[src/rtl/datapath_somatorio.sv]
// Datapath for the summation unit: down-counter, accumulator, sticky overflow and result register.
// Optional build macro SATURATE_EN: clamp the accumulator to all-ones on carry-out instead of wrapping.
module datapath_somatorio #(
    parameter int WIDTH     = 8,
    parameter int ACC_WIDTH = 16
) (
    input  logic                 ck,
    input  logic                 reset,
    input  logic [WIDTH-1:0]     n_in,
    input  logic                 set,
    input  logic                 dec,
    input  logic                 cac,
    input  logic                 rac,
    output logic                 zero,
    output logic                 overflow,
    output logic [ACC_WIDTH-1:0] soma
);

    logic [WIDTH-1:0]     cnt_q,  cnt_d;
    logic [ACC_WIDTH-1:0] acc_q,  acc_d;
    logic                 ovf_q,  ovf_d;
    logic [ACC_WIDTH-1:0] soma_q, soma_d;
    logic [ACC_WIDTH:0]   sum;

    // One extra bit so the carry-out of acc + cnt is directly observable.
    assign sum = {1'b0, acc_q} + {1'b0, ACC_WIDTH'(cnt_q)};

    always_comb begin
        cnt_d  = cnt_q;
        acc_d  = acc_q;
        ovf_d  = ovf_q;
        soma_d = soma_q;

        if (set) begin
            cnt_d = n_in;
            acc_d = '0;
            ovf_d = 1'b0;
        end else begin
            if (cac) begin
                if (sum[ACC_WIDTH]) begin
                    ovf_d = 1'b1;
                end
`ifdef SATURATE_EN
                if (sum[ACC_WIDTH] || ovf_q) begin
                    acc_d = '1;
                end else begin
                    acc_d = sum[ACC_WIDTH-1:0];
                end
`else
                acc_d = sum[ACC_WIDTH-1:0];
`endif
            end
            // Counter parks at zero rather than wrapping to all-ones.
            if (dec && (cnt_q != '0)) begin
                cnt_d = cnt_q - WIDTH'(1);
            end
        end

        // rac samples the pre-edge accumulator, independent of set/cac.
        if (rac) begin
            soma_d = acc_q;
        end
    end

    always_ff @(posedge ck or negedge reset) begin
        if (!reset) begin
            cnt_q  <= '0;
            acc_q  <= '0;
            ovf_q  <= 1'b0;
            soma_q <= '0;
        end else begin
            cnt_q  <= cnt_d;
            acc_q  <= acc_d;
            ovf_q  <= ovf_d;
            soma_q <= soma_d;
        end
    end

    assign zero     = (cnt_q == '0);
    assign overflow = ovf_q;
    assign soma     = soma_q;

endmodule

[config.mk]
export PLATFORM = sky130hd
export DESIGN_NAME = datapath_somatorio
export DESIGN_NICKNAME = d
export VERILOG_FILES = /design/src/rtl/datapath_somatorio.sv
export SDC_FILE = /design/constraint.sdc
export NUM_CORES = 1
export LEC_CHECK = 0
export CORE_MARGIN = 5
export CORE_UTILIZATION = 39
export CTS_CLUSTER_SIZE = 40
export DETAILED_ROUTE_END_ITERATION = 16
export SYNTH_ARGS = -nofsm -noshare
export SYNTH_HDL_FRONTEND = slang
export SYNTH_SLANG_ARGS = --single-unit
[constraint.sdc]
create_clock -name ck -period 6.7 [get_ports ck]
set_input_delay 1.34 -clock ck [delete_from_list [all_inputs] [get_ports ck]]
set_output_delay 1.34 -clock ck [all_outputs]
set_load 0.02 [all_outputs]
# [Word level (Yosys, flattened, before mapping)]
# Index checks and enable logic that the tools add are counted.
[word_totals] ff_bits=41
[op_classes] reduce_logical=7 n_mux=7 addsub=2
[ops] cell="16-bit two-way mux" n=2
[ops] cell="16-bit by 8-bit adder with 17-bit output" n=1
[ops] cell="8-bit two-way mux" n=2
[ops] cell="8-bit logical NOT" n=1
[ops] cell="8-bit nonzero test" n=1
[ops] cell="8-bit by 1-bit subtractor with 8-bit output (second input constant)" n=1
[ops] cell="2-bit nonzero test" n=3
[ops] cell="1-bit two-way mux" n=3
[ops] cell="2-bit AND reduction" n=1
[ops] cell="1-bit logical AND" n=1

# [Depth between registers and ports, before layout]
[depth] word_depth=4 ltp_mapped=8 ltp_nobuf=8

# [Least setup slack after synthesis]
# Ideal clock, no wire load.
[synth_timing] path_type="flip-flop to output port" from="register cnt_q[2]" to="output port zero" t_arrival_ns=1.516 path_slack_ns=3.844 path_stages_with_launch=3 t_required_ns=5.360 cell_sequence="dfrtp_1 -> or3_4 -> nor4_1"
[synth_via] elab_chain_len=1
[synth_rtl] element="start: declaration" line_no="19" text="logic [WIDTH-1:0] cnt_q, cnt_d;"
[synth_rtl] element="start signal: assignment" line_no="72" text="cnt_q <= cnt_d;"
[synth_rtl] element="8-bit logical NOT" line_no="79" text="assign zero = (cnt_q == '0);"
[synth_rtl] element="end: declaration" line_no="14" text="output logic zero,"
# Every way passes these cells.

# [Worst setup path after layout]
# Ends and elaborated chain as after synthesis.

==> Implementation_results.wiki <==
{| class="wikitable"
! Metric !! Value
|-
| Ranking of synthesized cells by area || sky130_fd_sc_hd__dfrtp_1 47%, sky130_fd_sc_hd__mux2_2 8.8%, sky130_fd_sc_hd__ha_1 5.2%, sky130_fd_sc_hd__nand2_1 3.8%, sky130_fd_sc_hd__xor2_1 3.6%
|-
| Post-CTS Setup Inserts || 0
|-
| Weighted congestion reported at the end of routability-driven placement || 0.819
|-
| Number of cells in the finished layout apart from fillers || 315
|-
| Pin slew with the least headroom to its limit || 0.913 ns
|-
| Fraction of layout instances using a drive strength above 1 || 14.0%
|-
| Cell Chain, Critical Path || or3_4 -> nor4_1 -> clkdlybuf4s50_1
|-
| Via count normalized by instance count || 5.10
|-
| Fraction of the cycle the final worst path needs || 50.5%
|-
| Die Footprint || 7190 um2
|-
| Net count reported at finish || 266
|-
| Synthesized netlist net count || 233
|-
| Rel. slew slack || 39.1%
|-
| Part of the Yosys area used for sequential elements || 47.0%
|-
| Cell area after synthesis || 2180 um2
|-
| Number of H-tree levels || 2
|-
| Count of endpoints failing setup in the final report || 0
|-
| Number of buffers created by CTS || 5
|-
| Hold path cells || 1
|-
| Max Clock Skew || 0.00995 ns
|-
| Global-route wire length before repair || 7720 um
|-
| Leftover overflow at the end of global routing || 0
|-
| Number of enable-type register cells in the synthesized netlist || 0
|-
| Clock tree from TritonCTS || yes
|-
| Starting Density || 39.9%
|-
| Drt pass-1 iters || 4
|-
| Number of unique standard cell types used by synthesis || 39
|-
| Number of antenna violations at the first check in global routing || 0
|-
| Number of remaining DRC errors || 0
|-
| Category of the worst setup path capture point || primary output
|-
| Number of top-level design ports || 32
|-
| Share of synthesized flip-flops with an asynchronous set or reset || 100%
|-
| Placed insts || 307
|-
| Number of placement rows || 27
|-
| Leakage || 1.17 nW
|-
| Worst skew pair latency || 0.30 ns
|-
| Sum of routed wire length over all layers || 4340 um
|-
| Critical path class || flip-flop to primary output
|-
| HPWL Detailed || 3070 um
|-
| Reg clk slew, reported paths || 0.08 ns
|-
| Final Util || 49.4%
|-
| Time the worst path needs with I/O delays and setup || 3.38 ns
|-
| Vias in the first global route || 1664
|-
| CTS hold repair buffers || 0
|-
| Die height || 84.8 um
|-
| First-iteration detailed-routing DRC count || 55
|-
| Post-Synthesis Cells || 209
|-
| Highest achievable clock rate || 296 MHz
|-
| Crit Reg-Reg Startpoint || cnt_q[0]
|-
| Arr. time, crit path || 2.04 ns
|-
| Clock buffer depth || 2
|-
| Mean Syn Cell Area || 10.4 um2
|-
| Most instantiated library cell after synthesis || sky130_fd_sc_hd__dfrtp_1
|-
| Final sum of negative setup slack || 0 ns
|-
| Slack of the worst reg-to-reg path || 4.22 ns
|-
| Maximum vdd ir drop || 0.100 mV
|-
| Cell type contributing the most total cell area after synthesis || sky130_fd_sc_hd__dfrtp_1
|-
| Global-route usage over all layers || 13.1%
|-
| Final hold violation count || 0
|-
| Layout Area Growth over Synthesis || 23.7%
|-
| Root cell of the clock tree || sky130_fd_sc_hd__clkbuf_8
|-
| Port buffer count || 31
|-
| Number of nets still failing antenna checks after routing || 0
|-
| Most frequently used flop master after synthesis || sky130_fd_sc_hd__dfrtp_1
|-
| Number of fillers in the final layout || 540
|-
| Max-cap violations || 0
|-
| Status || finished clean
|-
| Type of origin of the critical path || flip-flop
|-
| Maximum cell stage delay along the critical path || 0.66 ns
|-
| Number of warning messages in the yosys log || 0
|-
| Pwr dens || 262 nW/um2
|-
| Sequential cell area || 1030 um2
|-
| Core Footprint || 5470 um2
|-
| Area of the multi-input gates || 1110 um2
|-
| Family with the most delay on the worst path || simple AND/OR/NAND/NOR gates
|-
| Number of diodes || 0
|-
| RSZ-0062 raised after global routing || false
|-
| Die width || 84.8 um
|-
| Average wire per cell in the routed design || 13.8 um
|-
| Worst min-delay path category || flip-flop to flip-flop
|-
| Post-CTS sizing || 0
|-
| Number of buffers and inverters on the critical path || 1
|-
| Maximum fanout count along the critical path || 5
|-
| Crit-path slowest cell || sky130_fd_sc_hd__clkdlybuf4s50_1
|-
| Logic depth of the worst register-to-register path || 8
|-
| Pin count of the biggest net entering global routing || 42
|-
| Worst reg2reg endpoint || acc_q[10]
|-
| Most instantiated cells after synthesis || 41 x sky130_fd_sc_hd__dfrtp_1, 22 x sky130_fd_sc_hd__nand2_1, 20 x sky130_fd_sc_hd__nor2_1
|-
| Number of sinks handled by clock tree synthesis || 41
|-
| Required time at the worst-slack endpoint || 5.36 ns
|-
| Area fraction of the dominant cell type after synthesis || 47.0%
|-
| Synthesized flop and latch total || 41
|-
| Beginning of the worst hold path || soma[8]
|-
| Max-slew violation total from the final report || 0
|-
| Worst Hold End || soma[8]
|-
| Number of vias after detailed routing || 1607
|}
## metal layers
layer	GRT usage, %	wire (um)	vias up
met5	0	0	-
met4	3.88	65	0
met3	3.30	154	5
met2	20.9	1960	24
met1	17.5	2160	762
li1	-	-	816
## registers in the layout, summed over array words and instances, names as in the netlist
signal / flops
acc_q: 16
soma: 16
overflow: 1
cnt_q: 8
## per-stage QoR
step / hold slack, ns / instance area, um2 / worst slack (ns) / total power [mW]
2_1_floorplan: 0.494 / 2180 / 3.84 / 0.415
3_3_place_gp: 0.489 / 2560 / 3.55 / 0.473
3_5_place_dp: 0.495 / 2560 / 3.48 / 0.474
4_1_cts: 0.514 / 2700 / 3.28 / 0.718
5_1_grt: 0.528 / 2700 / 3.14 / 0.751
6_report: 0.508 / 2700 / 3.32 / 0.708
## layout by cell type (no fill, tap or decap), types with 2 or more instances in the layout
cell                              count
sky130_fd_sc_hd__dfrtp_1             41
sky130_fd_sc_hd__clkdlybuf4s50_1     30
sky130_fd_sc_hd__nand2_1             22
sky130_fd_sc_hd__nor2_1              20
sky130_fd_sc_hd__mux2_2              17
sky130_fd_sc_hd__a21oi_1             13
sky130_fd_sc_hd__o21ai_1              9
sky130_fd_sc_hd__xor2_1               9
sky130_fd_sc_hd__ha_1                 9
sky130_fd_sc_hd__inv_1                6
sky130_fd_sc_hd__clkbuf_8             5
sky130_fd_sc_hd__nand2b_1             4
sky130_fd_sc_hd__xnor2_1              4
sky130_fd_sc_hd__nand3_1              4
sky130_fd_sc_hd__or4_1                4
sky130_fd_sc_hd__o21ai_0              4
sky130_fd_sc_hd__o211ai_1             3
sky130_fd_sc_hd__o31ai_1              3
sky130_fd_sc_hd__nor2b_1              3
sky130_fd_sc_hd__a22o_1               3
sky130_fd_sc_hd__mux2i_1              3
sky130_fd_sc_hd__nor3_1               2
sky130_fd_sc_hd__o211ai_2             2
sky130_fd_sc_hd__or3_1                2
sky130_fd_sc_hd__a211oi_1             2
sky130_fd_sc_hd__bufinv_16            2
## area by class of cell
cell class	count	share of cell area, %
Multi-Input combinational cell	156	41.2
Tap cell	72	3.33
Inverter	6	0.834
Timing Repair Buffer	32	11.6
Clock buffer	5	2.55
Clock inverter	3	2.55
Sequential cell	41	38.0
## how the worst max path moves through the flow
stage,start,end,slack (ns),depth (start not counted)
after global placement,cac,acc_q[14],3.55,6
after detailed placement,cac,acc_q[14],3.48,6
after floorplan,cnt_q[2],zero,3.84,2
after global routing,cnt_q[1],zero,3.14,5
final,cnt_q[2],zero,3.32,3
after CTS,cnt_q[2],zero,3.28,3
## cells by family after synthesis
| kind of cell | after synthesis | synth area share (%) |
|---|---|---|
| XOR/XNOR | 13 | 5.21 |
| flip-flops | 41 | 47.0 |
| buffers and inverters | 12 | 2.06 |
| adder cells (fa/ha/maj) | 10 | 6.07 |
| AND/OR/NAND/NOR | 70 | 16.1 |
| AO/OA/AOI/OAI | 42 | 12.9 |
| multiplexers | 21 | 10.7 |
## worst register-to-register path, delay by kind of cell, from the launching register on
family,cells,cell delay (ns)
buffers and inverters,1,0.06
adders and majority gates,2,0.61
and+or+nand+nor,3,0.87
DFF,1,0.46
AOI/OAI and AO/OA,2,0.41
## where the power goes
group	total [mW]	switching, mW	internal [mW]	leakage (nW)
clock network	0.240	0.0896	0.150	0.0687
registers	0.293	0.0222	0.271	0.546
logic	0.175	0.0923	0.0823	0.559
total	0.708	0.204	0.504	1.17
(Power assumes the default switching activity.)
